--- src/rtl/spike_packet_encoder_pkg.sv ---
// Shared definitions for the spike packet encoder and its helpers.
// - Default geometry of a core: neuron count, index width, core-id width.
// - Packet layout: neuron index in the low IDX_W bits, core id above it.
// - FSM state encoding shared by the encoder (and anything that probes it).
package spike_packet_encoder_pkg;

  localparam int DEF_NUM_NEURONS = 256;
  localparam int DEF_IDX_W       = 8;
  localparam int DEF_CORE_ID_W   = 8;
  localparam int DEF_PKT_W       = DEF_CORE_ID_W + DEF_IDX_W;

  // Packet field offsets: idx occupies [IDX_W-1:0], core id [PKT_W-1:IDX_W].
  localparam int PKT_IDX_LSB = 0;

  typedef enum logic {
    IDLE = 1'b0,
    SEND = 1'b1
  } state_t;

endpackage

--- src/rtl/spike_priority_encoder.sv ---
// Combinational lowest-set-bit finder.
// Ports:
//   vec     in  N      input bit vector
//   idx     out IDX_W  index of the lowest set bit (0 when vec is all zero)
//   any_set out 1      at least one bit of vec is set
// Also used on the router input side, so it carries no encoder-specific logic.
module spike_priority_encoder #(
  parameter int N     = 256,
  parameter int IDX_W = 8
) (
  input  logic [N-1:0]     vec,
  output logic [IDX_W-1:0] idx,
  output logic             any_set
);

  // Scan from the top down so the last assignment wins with the lowest index.
  always_comb begin
    idx     = '0;
    any_set = |vec;
    for (int i = N - 1; i >= 0; i--) begin
      if (vec[i]) begin
        idx = IDX_W'(i);
      end
    end
  end

endmodule

--- src/rtl/spike_packet_encoder.sv ---
// Transmit side of the neuron array's spike output.
// On an end-of-timestep strobe the spike vector is captured into a shadow
// register and one packet {CORE_ID, neuron_idx} is emitted per set bit, lowest
// index first, over a valid/ready stream.
// Ports:
//   clk             in  1                clock, rising edge
//   reset           in  1                asynchronous active-high reset
//   spike_vec_i     in  NUM_NEURONS      spike bit of neuron i on bit i
//   spike_strobe_i  in  1                capture request (1-cycle pulse)
//   pkt_valid_o     out 1                packet available
//   pkt_ready_i     in  1                downstream accepts when valid & ready
//   pkt_data_o      out CORE_ID_W+IDX_W  {CORE_ID, neuron_idx}
//   pkt_last_o      out 1                final packet of the frame
//   frame_done_o    out 1                1-cycle pulse: frame sent (or empty)
//   busy_o          out 1                frame in progress; strobes dropped
//   spike_count_o   out IDX_W+1          popcount of the last captured frame
//   overrun_cnt_o   out 8                saturating count of dropped strobes
module spike_packet_encoder
  import spike_packet_encoder_pkg::*;
#(
  parameter int                   NUM_NEURONS = DEF_NUM_NEURONS,
  parameter int                   IDX_W       = DEF_IDX_W,
  parameter int                   CORE_ID_W   = DEF_CORE_ID_W,
  parameter logic [CORE_ID_W-1:0] CORE_ID     = '0
) (
  input  logic                       clk,
  input  logic                       reset,
  input  logic [NUM_NEURONS-1:0]     spike_vec_i,
  input  logic                       spike_strobe_i,
  output logic                       pkt_valid_o,
  input  logic                       pkt_ready_i,
  output logic [CORE_ID_W+IDX_W-1:0] pkt_data_o,
  output logic                       pkt_last_o,
  output logic                       frame_done_o,
  output logic                       busy_o,
  output logic [IDX_W:0]             spike_count_o,
  output logic [7:0]                 overrun_cnt_o
);

  localparam int PKT_W = CORE_ID_W + IDX_W;

  if ($clog2(NUM_NEURONS) != IDX_W) begin : g_bad_idx_w
    $error("IDX_W must equal clog2(NUM_NEURONS)");
  end

  state_t                 state_reg, state_next;
  logic [NUM_NEURONS-1:0] shadow_reg, shadow_next;
  logic [IDX_W:0]         spike_count_reg, spike_count_next;
  logic [7:0]             overrun_reg, overrun_next;
  logic                   done_reg, done_next;

  logic [IDX_W-1:0]       low_idx;
  logic                   any_set;
  logic                   single_bit;
  logic [IDX_W:0]         vec_popcount;

  spike_priority_encoder #(
    .N     (NUM_NEURONS),
    .IDX_W (IDX_W)
  ) u_prio (
    .vec     (shadow_reg),
    .idx     (low_idx),
    .any_set (any_set)
  );

  // Exactly one bit left: clearing the lowest set bit leaves nothing.
  assign single_bit = ((shadow_reg & (shadow_reg - NUM_NEURONS'(1))) == '0);

  always_comb begin
    vec_popcount = '0;
    for (int i = 0; i < NUM_NEURONS; i++) begin
      vec_popcount = vec_popcount + (IDX_W + 1)'(spike_vec_i[i]);
    end
  end

  always_ff @(posedge clk or posedge reset) begin
    if (reset) begin
      state_reg       <= IDLE;
      shadow_reg      <= '0;
      spike_count_reg <= '0;
      overrun_reg     <= '0;
      done_reg        <= 1'b0;
    end else begin
      state_reg       <= state_next;
      shadow_reg      <= shadow_next;
      spike_count_reg <= spike_count_next;
      overrun_reg     <= overrun_next;
      done_reg        <= done_next;
    end
  end

  always_comb begin
    state_next       = state_reg;
    shadow_next      = shadow_reg;
    spike_count_next = spike_count_reg;
    overrun_next     = overrun_reg;
    done_next        = 1'b0;
    pkt_valid_o      = 1'b0;
    pkt_last_o       = 1'b0;
    pkt_data_o       = '0;

    case (state_reg)
      IDLE: begin
        if (spike_strobe_i) begin
          shadow_next      = spike_vec_i;
          spike_count_next = vec_popcount;
          if (|spike_vec_i) begin
            state_next = SEND;
          end else begin
            // Empty frame: nothing to send, report completion next cycle.
            done_next = 1'b1;
          end
        end
      end

      SEND: begin
        pkt_valid_o                           = any_set;
        pkt_last_o                            = single_bit;
        pkt_data_o[PKT_IDX_LSB +: IDX_W]      = low_idx;
        pkt_data_o[IDX_W +: (PKT_W - IDX_W)]  = CORE_ID;

        // A strobe in SEND (including the final-handshake cycle) is dropped.
        if (spike_strobe_i && (overrun_reg != 8'hFF)) begin
          overrun_next = overrun_reg + 8'd1;
        end

        if (pkt_ready_i) begin
          shadow_next = shadow_reg & (shadow_reg - NUM_NEURONS'(1));
          if (single_bit) begin
            state_next = IDLE;
            done_next  = 1'b1;
          end
        end
      end

      default: begin
        state_next = IDLE;
      end
    endcase
  end

  assign busy_o        = (state_reg != IDLE);
  assign frame_done_o  = done_reg;
  assign spike_count_o = spike_count_reg;
  assign overrun_cnt_o = overrun_reg;

endmodule

--- config.mk ---
export PLATFORM = sky130hd
export DESIGN_NAME = spike_packet_encoder
export DESIGN_NICKNAME = d
export VERILOG_FILES = /design/src/rtl/spike_packet_encoder_pkg.sv /design/src/rtl/spike_priority_encoder.sv /design/src/rtl/spike_packet_encoder.sv
export SDC_FILE = /design/constraint.sdc
export NUM_CORES = 2
export LEC_CHECK = 0
export ABC_AREA = 1
export CORE_ASPECT_RATIO = 1.1
export CORE_MARGIN = 2
export CORE_UTILIZATION = 40
export CTS_BUF_LIST = sky130_fd_sc_hd__clkbuf_8
export DETAILED_ROUTE_END_ITERATION = 8
export GPL_ROUTABILITY_DRIVEN = 0
export PLACE_DENSITY = 0.59
export SYNTH_ARGS = -nofsm -noshare
export SYNTH_HDL_FRONTEND = slang
export SYNTH_SLANG_ARGS = --single-unit
export TNS_END_PERCENT = 20
--- constraint.sdc ---
create_clock -name clk -period 15.3 [get_ports clk]
set_input_delay 3.06 -clock clk [delete_from_list [all_inputs] [get_ports clk]]
set_output_delay 3.06 -clock clk [all_outputs]
set_load 0.01 [all_outputs]
==> flow_summary.toml <==
[detailed_routing]
drt_pre_antenna_iters = 6
drt-total-wl_um = 143000
top_layer = "met5"
wl_met1_um = 55300
vias = 33091
antenna_left = 0
wl_met2_um = 59800
drc_errors = 0
via_per_inst = 5.41
wl_met3_um = 15500
wire_per_inst_um = 23.3
drt_iter0_drc = 4217

[synth]
ys_seq_elements = 275
synth.yosys.seq_area_share_pct = 21.8
yosys_warnings = 0
syn_avg_cell_area_um2 = 6.69
synth-edff-count = 0
synth_top_area_cell = "dfrtp_1"
ys.flop_type = "dfrtp_1"
synth.distinct_cells = 46
synth_area_leaders = "dfrtp_1 22%, fa_1 15%, inv_1 14%, nor2_1 11%, o21ai_0 8.0%"
async_flop_share_pct = 100
netlist_instances = 4714
synth_top_area_share_pct = 21.8
synth_area_um2 = 31500

[setup_path]
worstPathRequired_ns = 12.24
critical_path_class = "reg2out"
crit_slowest_cell = "dfrtp_1"
regToRegEndpoint = "frame_done_o"
worstPathMaxFanout = 2
path_common_cell = "nand2_1"
slowest_delay_ns = 0.39
worstReg2RegStart = "shadow_reg[0]"
crit_path_start_kind = "register"
crit_buf_inv = 2
crit_path_end_kind = "output pin"
crit_family = "simple AND/OR/NAND/NOR gates"
critPathLaunch = "shadow_reg[254]"
cp.depth = 256
arrival_ns = 13.98
r2r_cells = 35
ff2ff_setup_slack_ns = 6.88

[cells_and_area]
area_growth_pct = 17.6
final_util_pct = 47.3
drive_above_1_share_pct = 5.55
final_cell_mix = "1203 x inv_1, 931 x nor2_1, 535 x nand2_1, 503 x o21ai_0, 287 x clkdlybuf4s50_1"
layout_commonest_cell = "inv_1"
final_net_count = 5559
largest_reg_flops = 256
nFillCells = 8242
fin_area_um2 = 37100

[cts]
clkTransAtPathRegs_ns = 0.06
cts_root_buffer = "clkbuf_8"
cts_tree = "built"
clk_path_buf_depth = 3
clkLatencyLatePin_ns = 0.74
clock_sinks = 275
htree_levels = 2
cts_buffers = 57

[global_routing]
grt_overflow = 0
antenna_found_initial = 7
grt_usage_pct = 34.7
grt_pass1_wl_um = 207000
grt_pass1_vias = 32533
grt_max_degree = 211

[floorplanning]
die_w_um = 272
ios = 297
die_y_um = 299
core_um2 = 78500
core.rowCount = 108
die-area_um2 = 81100
initial_core_util_pct = 40.2

[sta]
holdWs_ns = 0.501
rsz0062_at_grt = "true"
period_share_pct = 111
max_freq_mhz = 58.7
finalHoldViolCount = 0
setup_violations = 1
slew_headroom_pct = 23.7
worst_pin_slew_ns = 1.13
setup_slack_ns = -1.74
fin_crit_ns = 17.04
skew_ns = 0.0658
drv_slew = 0

[placed_design]
post_dp_cell_area_um2 = 35800
io_buffer_count = 288
dp_hpwl_um = 118000
place_ws_ns = -1.25

[run]
drv_cap = 0

[hold_path]
min_path_cells = 2
min_to = "spike_count_o[7]"
hold_path.class = "reg2reg"
worstHoldStart = "spike_count_o[7]"

[status]
status = "finished, violations left"
violations = "negative setup slack"
-- kinds of logic after synthesis --
kind of cell | count (synthesis) | share of synthesized area, %
fa+ha+maj | 282 | 16.9
buf+inv | 1458 | 21.7
other cells | 1 | 0.0119
flops | 275 | 21.8
simple gates | 1784 | 23.2
xor+xnor | 8 | 0.222
compound gates | 906 | 16.0
-- synth_stat cells (2+ instances only) --
library cell  count
nor2_1          931
nand2_1         538
a21oi_1         137
nand3_1          56
o21ai_0         503
buf_1            10
inv_1          1187
and3_1            2
a31oi_1          10
buf_4             8
or4_1             4
o22ai_1          66
o31ai_1          14
o21a_1            2
xor2_1            6
nand3b_1          2
o21ai_1          30
ha_1             40
bufinv_16         3
o211ai_1        111
bufinv_8         92
o2111ai_1         9
clkbuf_1        102
nor4_1          106
clkinv_1         35
nor3_1           79
dfrtp_1         275
a2111oi_0         5
a21boi_0          7
or3_1             2
nand4_1          61
inv_2            20
nor3b_1           2
fa_1            242
xnor2_1           2
a41oi_1           5
-- how the worst max path moves through the flow --
stage | endpoint | slack (ns)
after global routing | pkt_data_o[0] | -4.45
after detailed placement | pkt_data_o[0] | -1.25
final | pkt_data_o[0] | -1.74
after global placement | pkt_data_o[0] | -1.38
after floorplan | pkt_data_o[0] | 1.07
after CTS | pkt_data_o[0] | -1.69
-- per-layer routing --
| metal | up-vias | GRT usage [%] |
|---|---|---|
| met1 | 15424 | 45.2 |
| met2 | 2005 | 51.1 |
| met5 | - | 0 |
| met4 | 2 | 24.0 |
| met3 | 497 | 8.04 |
| li1 | 15163 | - |
-- timing repair --
item                       CTS  global route
resized for setup            4             0
hold buffers                 0             0
setup endpoints to repair    1             1
pin swaps                    0             0
setup buffers                0             0
-- worst reg2reg max path: cells and delay by family (launching register included) --
| kind | cells | cell delay, ns |
|---|---|---|
| compound gates | 2 | 0.33 |
| simple gates | 22 | 6.25 |
| buf+inv | 11 | 1.24 |
| flops | 1 | 0.50 |
-- stage by stage --
step,instances,TNS [ns]
2_1_floorplan,4721,0
3_3_place_gp,6002,-1.38
3_5_place_dp,6002,-1.25
4_1_cts,6105,-1.69
5_1_grt,6109,-4.45
6_report,6115,-1.74
-- final cells by class --
class / count / area, um2 / share of cell area [%]
tap: 1045 / 1310 / 3.52
timing repair buffer: 358 / 3420 / 9.21
clock inverter: 25 / 155 / 0.418
inverter: 1337 / 6370 / 17.2
multi-input combinational: 2988 / 17900 / 48.2
antenna: 9 / 22.5 / 0.0607
clock buffer: 78 / 1070 / 2.89
sequential: 275 / 6890 / 18.6
Power is not shown: default switching activity piles up to over one toggle a cycle in this logic, so the estimate is an artifact.
